--- config.mk ---
export PLATFORM = sky130hd
export DESIGN_NAME = mfp_irq_ctrl
export DESIGN_NICKNAME = d
export VERILOG_FILES = /design/src/rtl/mfp_irq_ctrl.sv
export SDC_FILE = /design/constraint.sdc
export NUM_CORES = 1
export LEC_CHECK = 0
export BUFFER_PORTS_ARGS = -buffer_cell sky130_fd_sc_hd__clkbuf_2
export CORE_MARGIN = 3
export CORE_UTILIZATION = 50
export DETAILED_ROUTE_END_ITERATION = 12
export PLACE_DENSITY = 0.7
export SYNTH_ARGS = -nofsm -noshare
export SYNTH_HDL_FRONTEND = slang
export SYNTH_SLANG_ARGS = --single-unit
export TNS_END_PERCENT = 1
--- constraint.sdc ---
create_clock -name CLK -period 6.2 [get_ports CLK]
set_input_delay 1.24 -clock CLK [delete_from_list [all_inputs] [get_ports CLK]]
set_output_delay 1.24 -clock CLK [all_outputs]
set_load 0.01 [all_outputs]
--- src/rtl/mfp_irq_ctrl.sv ---
`timescale 1ns/1ps
`default_nettype none
// ============================================================================
//  Module      : mfp_irq_ctrl
//  Description : 16-channel MFP interrupt controller. It captures one-cycle
//                event pulses into IER/IPR/ISR/IMR state and arbitrates by
//                fixed priority, with channel 15 highest. It drives a
//                registered CPU request and returns an 8-bit vector on the
//                68000 interrupt-acknowledge handshake.
//  Revision    : 1.0  initial release
// ============================================================================
module mfp_irq_ctrl #(
    parameter logic [7:0] SPURIOUS_VEC = 8'h18
) (
    input  logic        CLK,
    input  logic        RST,
    input  logic [15:0] IRQ_IN,
    input  logic [3:0]  REG_ADDR,
    input  logic        REG_WE,
    input  logic [7:0]  DAT_I,
    output logic [7:0]  DAT_O,
    input  logic        IACK,
    output logic        IRQ,
    output logic        VEC_VALID,
    output logic [7:0]  VECTOR,
    output logic        SPURIOUS
);

    // Register map
    localparam logic [3:0] c_ADDR_IERA = 4'd0;
    localparam logic [3:0] c_ADDR_IERB = 4'd1;
    localparam logic [3:0] c_ADDR_IPRA = 4'd2;
    localparam logic [3:0] c_ADDR_IPRB = 4'd3;
    localparam logic [3:0] c_ADDR_ISRA = 4'd4;
    localparam logic [3:0] c_ADDR_ISRB = 4'd5;
    localparam logic [3:0] c_ADDR_IMRA = 4'd6;
    localparam logic [3:0] c_ADDR_IMRB = 4'd7;
    localparam logic [3:0] c_ADDR_VR   = 4'd8;

    // Acknowledge handshake states
    typedef enum logic [1:0] {
        ST_IDLE = 2'd0,
        ST_ACK  = 2'd1,
        ST_WAIT = 2'd2
    } state_t;

    state_t      r_state;
    logic        r_iack_prev;

    logic [15:0] r_ier;
    logic [15:0] r_ipr;
    logic [15:0] r_isr;
    logic [15:0] r_imr;
    logic [7:0]  r_vr;

    logic [15:0] w_elig;
    logic [15:0] w_above_isr;
    logic [15:0] w_cand;
    logic        w_win_valid;
    logic [3:0]  w_win_ch;
    logic [15:0] w_win_onehot;
    logic        w_iack_rise;
    logic        w_take;
    logic [15:0] w_ack_clr;
    logic [15:0] w_ack_set;

    logic [15:0] w_ier_nxt;
    logic [15:0] w_imr_nxt;
    logic [7:0]  w_vr_nxt;
    logic [15:0] w_ipr_keep;
    logic [15:0] w_isr_keep;
    logic [15:0] w_ipr_nxt;
    logic [15:0] w_isr_nxt;

    assign w_elig = r_ipr & r_imr;

    // Channels strictly above the highest in-service channel (all when ISR = 0)
    always_comb begin
        logic v_seen;
        v_seen      = 1'b0;
        w_above_isr = '0;
        for (int i = 15; i >= 0; i--) begin
            v_seen         = v_seen | r_isr[i];
            w_above_isr[i] = ~v_seen;
        end
    end

    assign w_cand      = w_elig & w_above_isr;
    assign w_win_valid = |w_cand;

    // Fixed-priority encoder: the last hit in ascending order is the highest
    always_comb begin
        w_win_ch = 4'd0;
        for (int i = 0; i < 16; i++) begin
            if (w_cand[i]) begin
                w_win_ch = 4'(i);
            end
        end
    end

    assign w_win_onehot = 16'd1 << w_win_ch;
    assign w_iack_rise  = (r_state == ST_IDLE) && IACK && !r_iack_prev;
    assign w_take       = w_iack_rise && w_win_valid;
    assign w_ack_clr    = w_take ? w_win_onehot : 16'd0;
    assign w_ack_set    = (w_take && r_vr[3]) ? w_win_onehot : 16'd0;

    // Software write decode: plain loads for IER/IMR/VR, clear-only masks for IPR/ISR
    always_comb begin
        w_ier_nxt  = r_ier;
        w_imr_nxt  = r_imr;
        w_vr_nxt   = r_vr;
        w_ipr_keep = '1;
        w_isr_keep = '1;
        if (REG_WE) begin
            case (REG_ADDR)
                c_ADDR_IERA: w_ier_nxt[15:8]  = DAT_I;
                c_ADDR_IERB: w_ier_nxt[7:0]   = DAT_I;
                c_ADDR_IPRA: w_ipr_keep[15:8] = DAT_I;
                c_ADDR_IPRB: w_ipr_keep[7:0]  = DAT_I;
                c_ADDR_ISRA: w_isr_keep[15:8] = DAT_I;
                c_ADDR_ISRB: w_isr_keep[7:0]  = DAT_I;
                c_ADDR_IMRA: w_imr_nxt[15:8]  = DAT_I;
                c_ADDR_IMRB: w_imr_nxt[7:0]   = DAT_I;
                c_ADDR_VR:   w_vr_nxt         = DAT_I;
                default:     ;
            endcase
        end
    end

    // Clears first, then new events OR in so a same-cycle event always survives;
    // likewise the acknowledge set of ISR overrides a software clear.
    assign w_ipr_nxt = ((r_ipr & w_ipr_keep & w_ier_nxt) & ~w_ack_clr) | (IRQ_IN & r_ier);
    assign w_isr_nxt = (r_isr & w_isr_keep) | w_ack_set;

    // Combinational register read-back
    always_comb begin
        DAT_O = 8'h00;
        case (REG_ADDR)
            c_ADDR_IERA: DAT_O = r_ier[15:8];
            c_ADDR_IERB: DAT_O = r_ier[7:0];
            c_ADDR_IPRA: DAT_O = r_ipr[15:8];
            c_ADDR_IPRB: DAT_O = r_ipr[7:0];
            c_ADDR_ISRA: DAT_O = r_isr[15:8];
            c_ADDR_ISRB: DAT_O = r_isr[7:0];
            c_ADDR_IMRA: DAT_O = r_imr[15:8];
            c_ADDR_IMRB: DAT_O = r_imr[7:0];
            c_ADDR_VR:   DAT_O = r_vr;
            default:     DAT_O = 8'h00;
        endcase
    end

    // Interrupt state registers
    always_ff @(posedge CLK) begin
        if (RST) begin
            r_ier <= '0;
            r_ipr <= '0;
            r_isr <= '0;
            r_imr <= '0;
            r_vr  <= '0;
        end else begin
            r_ier <= w_ier_nxt;
            r_ipr <= w_ipr_nxt;
            r_isr <= w_isr_nxt;
            r_imr <= w_imr_nxt;
            r_vr  <= w_vr_nxt;
        end
    end

    // Acknowledge FSM with registered vector outputs; the winner is taken on the IACK rising edge
    always_ff @(posedge CLK) begin
        if (RST) begin
            r_state     <= ST_IDLE;
            r_iack_prev <= 1'b1;
            VEC_VALID   <= 1'b0;
            SPURIOUS    <= 1'b0;
            VECTOR      <= 8'h00;
        end else begin
            r_iack_prev <= IACK;
            VEC_VALID   <= 1'b0;
            SPURIOUS    <= 1'b0;
            case (r_state)
                ST_IDLE: begin
                    if (w_iack_rise) begin
                        r_state   <= ST_ACK;
                        VEC_VALID <= 1'b1;
                        if (w_win_valid) begin
                            VECTOR <= {r_vr[7:4], w_win_ch};
                        end else begin
                            VECTOR   <= SPURIOUS_VEC;
                            SPURIOUS <= 1'b1;
                        end
                    end
                end
                ST_ACK: begin
                    r_state <= ST_WAIT;
                end
                ST_WAIT: begin
                    if (!IACK) begin
                        r_state <= ST_IDLE;
                    end
                end
                default: begin
                    r_state <= ST_IDLE;
                end
            endcase
        end
    end

    // CPU request follows the arbitration result one cycle later
    always_ff @(posedge CLK) begin
        if (RST) begin
            IRQ <= 1'b0;
        end else begin
            IRQ <= w_win_valid;
        end
    end

endmodule
`default_nettype wire

==> results of run 1 <==
per-stage QoR:
stage	hold WS (ps)	util	std cells	setup slack (ps)
after floorplan	457.0	-	581	2349
after global placement	438.6	0.5472	702	1746
after detailed placement	446.0	0.5472	702	1735
after CTS	459.7	0.5742	718	1724
after global routing	481.5	0.5742	718	1488
final	455.6	0.5742	718	1687
cell families (layout without fill, tap and decap cells):
logic type	count (synthesis)	after routing	synth area share
multiplexers	38	38	0.08393
buffers and inverters	45	74	0.04264
AND/OR/NAND/NOR	244	244	0.2600
AO/OA/AOI/OAI	168	168	0.2373
flip-flops	86	86	0.3762
cells in the final DEF (no fill, tap or decap), types with 3 or more instances in the layout:
cell,netlist,final
nand2_1,102,102
dfxtp_1,86,86
clkbuf_2,1,50
o21ai_0,46,46
nor2_1,41,41
a21oi_1,39,39
mux2i_1,35,35
nand3_1,30,30
nor3_1,17,17
a22oi_1,13,13
o211ai_1,12,12
o22ai_1,9,9
and3_1,9,9
clkbuf_8,0,9
nor2b_1,6,6
a211oi_1,6,6
nand2b_1,5,5
a32o_1,5,5
a31oi_1,4,4
buf_4,0,4
and2_1,3,3
mux2_2,3,3
inv_1,3,3
and3b_1,3,3
nor4_1,3,3
nand3b_1,3,3
o311ai_0,3,3
bufinv_16,0,3
area by class of cell:
cell class,instances,area (um^2),area share
Clock inverter,5,106.4,0.02103
Tap cell,108,135.1,0.02673
Sequential cell,86,1722,0.3405
Clock buffer,11,131.4,0.02598
Multi-Input combinational cell,450,2666,0.5273
Inverter,4,15.01,0.002970
Timing Repair Buffer,54,280.3,0.05543
state kept, by name, summed over array words and instances, names as in the netlist, 2 cells and up:
| name | flops |
|---|---|
| r_isr | 16 |
| r_imr | 16 |
| r_ipr | 16 |
| r_ier | 16 |
| r_vr | 8 |
| r_state | 2 |
| VECTOR | 8 |
metal layers:
| layer | vias up | track usage | wire length [um] |
|---|---|---|---|
| met5 | - | 0 | 0 |
| met4 | 0 | 0.1217 | 547 |
| met3 | 41 | 0.06680 | 1471 |
| met2 | 259 | 0.4748 | 7187 |
| met1 | 2229 | 0.4570 | 7158 |
| li1 | 2179 | - | - |
worst max path at each step:
stage | startpoint | depth (start not counted) | end | slack [ps]
after floorplan | REG_ADDR[3] | 8 | DAT_O[2] | 2350
final | REG_ADDR[0] | 8 | DAT_O[0] | 1690
after global placement | REG_ADDR[0] | 8 | DAT_O[1] | 1750
after CTS | REG_ADDR[0] | 8 | DAT_O[1] | 1720
after detailed placement | REG_ADDR[0] | 8 | DAT_O[1] | 1740
after global routing | REG_ADDR[0] | 8 | DAT_O[0] | 1490
worst register-to-register path, stage by stage, from the launching register on:
cell and delay [ps]:
dfxtp_1 400, nor4bb_1 520, a21oi_1 150, a211oi_2 540, nand3_1 320, o311ai_0 420
a21oi_1 110
power by group through the flow:
stage | sequential (W) | combinational, W | clock (W)
3_3_place_gp | 0.000577 | 0.0000803 | 0
4_1_cts | 0.000564 | 0.0000812 | 0.000487
6_report | 0.000564 | 0.0000827 | 0.000481
2_1_floorplan | 0.000575 | 0.0000510 | 0
3_5_place_dp | 0.000577 | 0.0000807 | 0
5_1_grt | 0.000565 | 0.0000888 | 0.000509
==> out/results.tsv, run 1 <==
metric	value	unit
status	complete, no violations	
combPwrFrac	0.073	
viasPerCell	6.557	
routedWlPerCell	22.79	um
cp_top_family	simple AND/OR/NAND/NOR gates	
synth_top_cell_area_share	0.3762	
power	0.001128	W
max_freq	221.6	MHz
netSwitchingPower	0.0002762	W
hp-start	VECTOR[7]	
cts_setup_buffers	0	
synthToLayoutAreaGrowth	10.47	%
fin_crit	4513	ps
start_util	0.5197	
yosysSeqAreaShare	0.3762	
critPathBufInv	2	
rr_startpoint	r_ipr[9]	
grt-ovfl-total	0	
p_leak	1.910	nW
clk_latency	360	ps
synth_top_cells_by_count	102 x nand2_1, 86 x dfxtp_1, 46 x o21ai_0	
cp.required	4960	ps
design_area	5056	um^2
antenna_found_initial	0	
grt.total_usage	0.3207	
slowest_delay	570	ps
ant_nets	0	
pin_count	51	
clock-sinks	86	
ctsResizeCount	0	
end_kind	output port	
port_buffers	50	
critPathMaxFanout	23	
die_h	101.7	um
tns	0	ps
internal-power	0.0008517	W
reg2reg_depth	6	
drtIter0Drc	529	
grt_pass1_vias	4327	
synthArstFlopShare	0	
critPathKind	primary input to output port	
timing.final.hold_violations	0	
cts_buffers	9	
crit_top_cell	clkbuf_2	
fin_crit_sh	0.7279	
place_area	4818	um^2
hold_buffers	0	
slew_headroom	0.2333	
drt-pass1-iter-count	5	
sw_frac_of_total	0.2449	
critPathArrivalTime	3270	ps
min_path_type	register to register	
finalClockSkew	15.80	ps
syn_inst	581	
ys_warn_count	0	
cts_max_level	3	
num_vias	4708	
n_antenna_cell	0	
cts_tree	yes	
synth_cell_type_count	68	
fillers	869	
root_buffer	clkbuf_8	
ys_top_cells_by_area	dfxtp_1 38%, nand2_1 8.4%, mux2i_1 7.7%, o21ai_0 5.0%, a21oi_1 4.3%	
cp_cell_sequence	clkbuf_2, nor2b_1, and2_1, a22oi_1, o21ai_0, a311oi_1, o22ai_1, clkbuf_2	
synth_top_flop_cell	dfxtp_1	
drive_gt1_frac	0.1377	
place_congestion	0.9637	
die-area	10340	um^2
grt_max_degree	73	
placementRows	34	
drv_cap	0	
rsz0062_at_grt	no	
netlist_area	4577	um^2
syn_nets	613	
hold_end	VECTOR[7]	
setup_viol	0	
worst_pin_slew	1141	ps
r2r_end	r_ipr[11]	
grt_pass1_wl	24960	um
syn_area_per_cell	7.878	um^2
ys_ff_latch	86	
timing.final.max_slew_violations	0	
vdd_drop_max	0.0001274	V
clock_power_share	0.426	
die_w	101.7	um
core	8806	um^2
crit_slowest_cell	nor2b_1	
cts_max_path_buffers	2	
drc_errors	0	
final_nets	637	
seqPwrFrac	0.500	
rrSetupSlack	3610	ps
critPathLaunchType	primary input	
synth_most_common_cell	nand2_1	
cts.reportedPaths.clkPinSlew	100	ps
synth_edf_count	0	
netlist.top_cell.by_area	dfxtp_1	
wirelength	16370	um
hpwl	11740	um
min_path_cells	2	
power.density	223.1	nW/um^2
(Power assumes the default switching activity.)
==> run 2, diff against run 1 <==
==> constraint.sdc (replaced) <==
create_clock -name CLK -period 4.2 [get_ports CLK]
set_input_delay 0.84 -clock CLK [delete_from_list [all_inputs] [get_ports CLK]]
set_output_delay 0.84 -clock CLK [all_outputs]
set_load 0.01 [all_outputs]
==> out/results.tsv, run 2 (synthesis results as in run 1) <==
metric	value	unit
ant_nets	0	
cts_max_level	3	
antenna_found_initial	0	
postLayoutCoreUtil	0.5763	
drtIter0Drc	398	
worst_pin_slew	1117	ps
placementRows	34	
critPathLaunchType	primary input	
final_nets	642	
critPathBufInv	2	
layout_common_cells	102 x nand2_1, 86 x dfxtp_1, 50 x clkbuf_2, 46 x o21ai_0, 41 x nor2_1	
crit_slowest_cell	clkbuf_2	
cts.reportedPaths.clkPinSlew	80	ps
critPathMaxFanout	22	
die-area	10340	um^2
end_kind	output port	
cp_top_family	compound AO/OA/AOI/OAI gates	
clock-sinks	86	
min_path_type	register to register	
cts_buffers	9	
drive_gt1_frac	0.1466	
grt-ovfl-total	0	
tns	0	ps
status	complete, no violations	
place_congestion	0.9813	
fin_crit	3553	ps
die_h	101.7	um
setup_viol	0	
core	8806	um^2
root_buffer	clkbuf_8	
cts_max_path_buffers	2	
grt.total_usage	0.3164	
grt_pass1_wl	24710	um
ctsResizeCount	0	
fillers	841	
crit_top_cell	clkbuf_2	
critPathKind	primary input to output port	
vdd_drop_max	0.0001550	V
num_vias	4712	
clk_latency	360	ps
finalClockSkew	16.74	ps
max_freq	281.4	MHz
drc_errors	0	
cp_cell_sequence	clkbuf_2, nor2_1, and2_1, a22oi_1, o21ai_0, a311oi_1, o22ai_1, clkbuf_2	
rsz0062_at_grt	no	
p_leak	1.931	nW
grt_pass1_vias	4362	
die_w	101.7	um
rr_startpoint	r_isr[15]	
mostFrequentLayoutCell	nand2_1	
wirelength	15800	um
hp-start	VECTOR[7]	
seq_area	1722	um^2
slew_headroom	0.2525	
critPathArrivalTime	2710	ps
cts_tree	yes	
multi_input_area	2666	um^2
hpwl	11460	um
slowest_delay	400	ps
n_antenna_cell	0	
pin_count	51	
grt_max_degree	72	
synthToLayoutAreaGrowth	10.88	%
power.density	317.4	nW/um^2
timing.final.max_slew_violations	0	
routedWlPerCell	21.88	um
port_buffers	50	
drv_cap	0	
fin_crit_sh	0.8461	
startpoint	REG_ADDR[2]	
cts_setup_buffers	0	
hold_buffers	0	
timing.final.hold_violations	0	
cp.required	3360	ps
viasPerCell	6.526	
drt-pass1-iter-count	7	
start_util	0.5197	
[run 2: path summary, 6_finish.rpt]
path | cells past startpoint | to | slack, ps
hold / removal | 2 | VECTOR[7] | 460
setup reg to reg | 6 | r_isr[8] | 1540
setup / recovery | 8 | DAT_O[0] | 650
hold reg to reg | 2 | VECTOR[7] | 460
[run 2: cell type report]
type                    count  share of cell area
well taps                 108             0.02663
clock inverters             5             0.01603
clock buffers              10             0.02712
flip-flops and latches     86              0.3393
multi-input cells         450              0.5254
repair buffers             59             0.06262
inverters                   4            0.002959
[run 2: stage by stage]
step	setup slack, ps	area [um^2]	cells	hold WS, ps	power, W
after global placement	765.2	4856	707	440.2	0.0009714
final	646.5	5075	722	459.3	0.001611
after CTS	728.1	5075	722	462.2	0.001616
after floorplan	1149	4577	581	457.0	0.0009246
after global routing	518.0	5075	722	480.3	0.001654
after detailed placement	727.6	4856	707	449.5	0.0009730
[run 2: power by group]
group,switching [W],internal (W)
combinational,0.0000860,0.0000381
sequential,0.00000935,0.000824
clock,0.000305,0.000349
total,0.000400,0.00121
[run 2: metal layers]
layer,vias to the layer above,track usage,wire length [um]
met3,39,0.08609,1858
met1,2217,0.4484,6625
met5,-,0,0
li1,2189,-,-
met2,267,0.4532,6769
met4,0,0.1278,547
[run 2: worst register-to-register path: stages (launching register included)]
cell and delay, ps:
dfxtp_1 460, and3b_1 330, nor2_1 270, o21ai_0 200, nor2_1 880, nand2_1 250
o21ai_0 210
==> run 3, diff against run 2 <==
--- a/config.mk
+++ b/config.mk
@@ -5,11 +5,12 @@
 export SDC_FILE = /design/constraint.sdc
 export NUM_CORES = 1
 export LEC_CHECK = 0
+export ABC_AREA = 1
 export BUFFER_PORTS_ARGS = -buffer_cell sky130_fd_sc_hd__clkbuf_2
 export CORE_MARGIN = 3
 export CORE_UTILIZATION = 50
 export DETAILED_ROUTE_END_ITERATION = 12
-export PLACE_DENSITY = 0.7
+export PLACE_DENSITY = 0.73
 export SYNTH_ARGS = -nofsm -noshare
 export SYNTH_HDL_FRONTEND = slang
 export SYNTH_SLANG_ARGS = --single-unit
==> constraint.sdc (replaced) <==
create_clock -name CLK -period 3.1 [get_ports CLK]
set_input_delay 0.62 -clock CLK [delete_from_list [all_inputs] [get_ports CLK]]
set_output_delay 0.62 -clock CLK [all_outputs]
set_load 0.01 [all_outputs]
==> out/results.tsv, run 3 <==
metric	value	unit
tns	0	ps
routedWlPerCell	20.06	um
critPathKind	primary input to output port	
drive_gt1_frac	0.1939	
ant_nets	0	
pin_count	51	
drt-pass1-iter-count	7	
critPathMaxFanout	7	
core	8258	um^2
port_buffers	50	
cts_buffers	9	
synth_most_common_cell	nand2_1	
crit_end	DAT_O[6]	
cts_tree	yes	
ys_ff_latch	86	
start_util	0.5162	
synthArstFlopShare	0	
cts.reportedPaths.clkPinSlew	90	ps
die-area	9670	um^2
drv_cap	0	
num_vias	4546	
layout_common_cells	102 x nand2_1, 86 x dfxtp_1, 80 x inv_1, 51 x a21oi_1, 50 x clkbuf_2	
root_buffer	clkbuf_8	
synth_top_cells_by_count	102 x nand2_1, 86 x dfxtp_1, 80 x inv_1	
postLayoutCoreUtil	0.6023	
place_congestion	1.014	
p_leak	2.022	nW
placementRows	33	
fin_ws	204.2	ps
cts_setup_buffers	0	
status	complete, no violations	
finalClockSkew	11.30	ps
grt_pass1_vias	4316	
critPathLaunchType	primary input	
synth_top_flop_cell	dfxtp_1	
netlist_area	4263	um^2
synth_edf_count	0	
viasPerCell	5.982	
syn_area_per_cell	7.299	um^2
place_ws	286.8	ps
mostFrequentLayoutCell	nand2_1	
grt.total_usage	0.3127	
hpwl	11250	um
clk_latency	360	ps
end_kind	output port	
critPathArrivalTime	2280	ps
max_freq	345.3	MHz
grt_max_degree	30	
cp.required	2480	ps
clock-sinks	86	
rsz0062_at_grt	no	
synthToLayoutAreaGrowth	16.67	%
timing.final.max_slew_violations	0	
yosysSeqAreaShare	0.4039	
rr_startpoint	r_isr[14]	
startpoint	REG_ADDR[3]	
grt-ovfl-total	0	
power.density	439.4	nW/um^2
synth_cell_type_count	40	
die_w	98.34	um
wirelength	15240	um
syn_nets	616	
slew_headroom	0.5388	
final_nets	682	
grt_pass1_wl	23430	um
ys_top_cells_by_area	dfxtp_1 40%, nand2_1 9.0%, inv_1 7.0%, a21oi_1 6.0%, a221oi_1 6.0%	
synth_top_cell_area_share	0.4039	
netlist.top_cell.by_area	dfxtp_1	
n_antenna_cell	0	
antenna_found_initial	0	
worst_pin_slew	690.1	ps
fin_crit_sh	0.9341	
fin_crit	2896	ps
timing.final.hold_violations	0	
cts_max_path_buffers	2	
ys_warn_count	0	
setup_viol	0	
min_path_type	register to register	
hold_buffers	0	
rrSetupSlack	390	ps
vdd_drop_max	0.0002255	V
ctsResizeCount	0	
cts_max_level	3	
drtIter0Drc	422	
reg2reg_depth	28	
r2r_end	r_ipr[3]	
die_h	98.34	um
syn_inst	584	
drc_errors	0	
run 3: per-stage QoR:
| stage | hold WS [ps] | cell area, um^2 | std cells | power [W] |
|---|---|---|---|---|
| after floorplan | 423.7 | 4263 | 584 | 0.001225 |
| after global placement | 435.1 | 4745 | 744 | 0.001296 |
| after detailed placement | 454.4 | 4745 | 744 | 0.001297 |
| after CTS | 455.5 | 4974 | 760 | 0.002190 |
| after global routing | 455.0 | 4974 | 760 | 0.002243 |
| final | 462.1 | 4974 | 760 | 0.002185 |
run 3: worst max-delay path, cell delays in order:
cell,delay (ps)
clkbuf_2,110
nor2_1,370
nand2_1,370
inv_1,360
a221oi_1,140
o211ai_1,140
clkbuf_2,160
run 3: worst min path at each step:
stage,from,endpoint,cells past startpoint
5_1_grt,IACK,r_iack_prev,2
3_3_place_gp,r_state[1],r_state[1],1
4_1_cts,IACK,r_iack_prev,2
6_report,r_state[1],r_state[1],1
3_5_place_dp,r_state[1],r_state[1],1
2_1_floorplan,r_state[1],r_state[1],1
run 3: power by group:
group / total [W] / internal [W] / switching, W
clock: 0.000909 / 0.000482 / 0.000426
combinational: 0.000149 / 0.0000433 / 0.000105
sequential: 0.00113 / 0.00112 / 0.00000886
run 3: cell type report:
class,count,area [um^2]
fillers,825,3284
flip-flops and latches,86,1722
clock buffers,10,137.6
inverters,91,344.1
multi-input cells,389,2125
clock inverters,6,91.34
repair buffers,73,422.9
well taps,105,131.4
run 3: kinds of logic (layout without fill, tap and decap cells):
kind of cell	count (synthesis)	count (layout)	synth area share
muxes	7	7	0.01644
DFF	86	86	0.4039
and+or+nand+nor	226	226	0.2539
buffers and inverters	109	180	0.09774
AOI/OAI and AO/OA	156	156	0.2281
run 3: routing by layer:
layer  vias to the layer above  GRT usage  routed length (um)
li1                       2121          -                   -
met2                       283     0.4826                6639
met1                      2081     0.4062                6231
met5                         -          0                   0
met4                         0     0.1712                 874
met3                        61    0.06857                1499
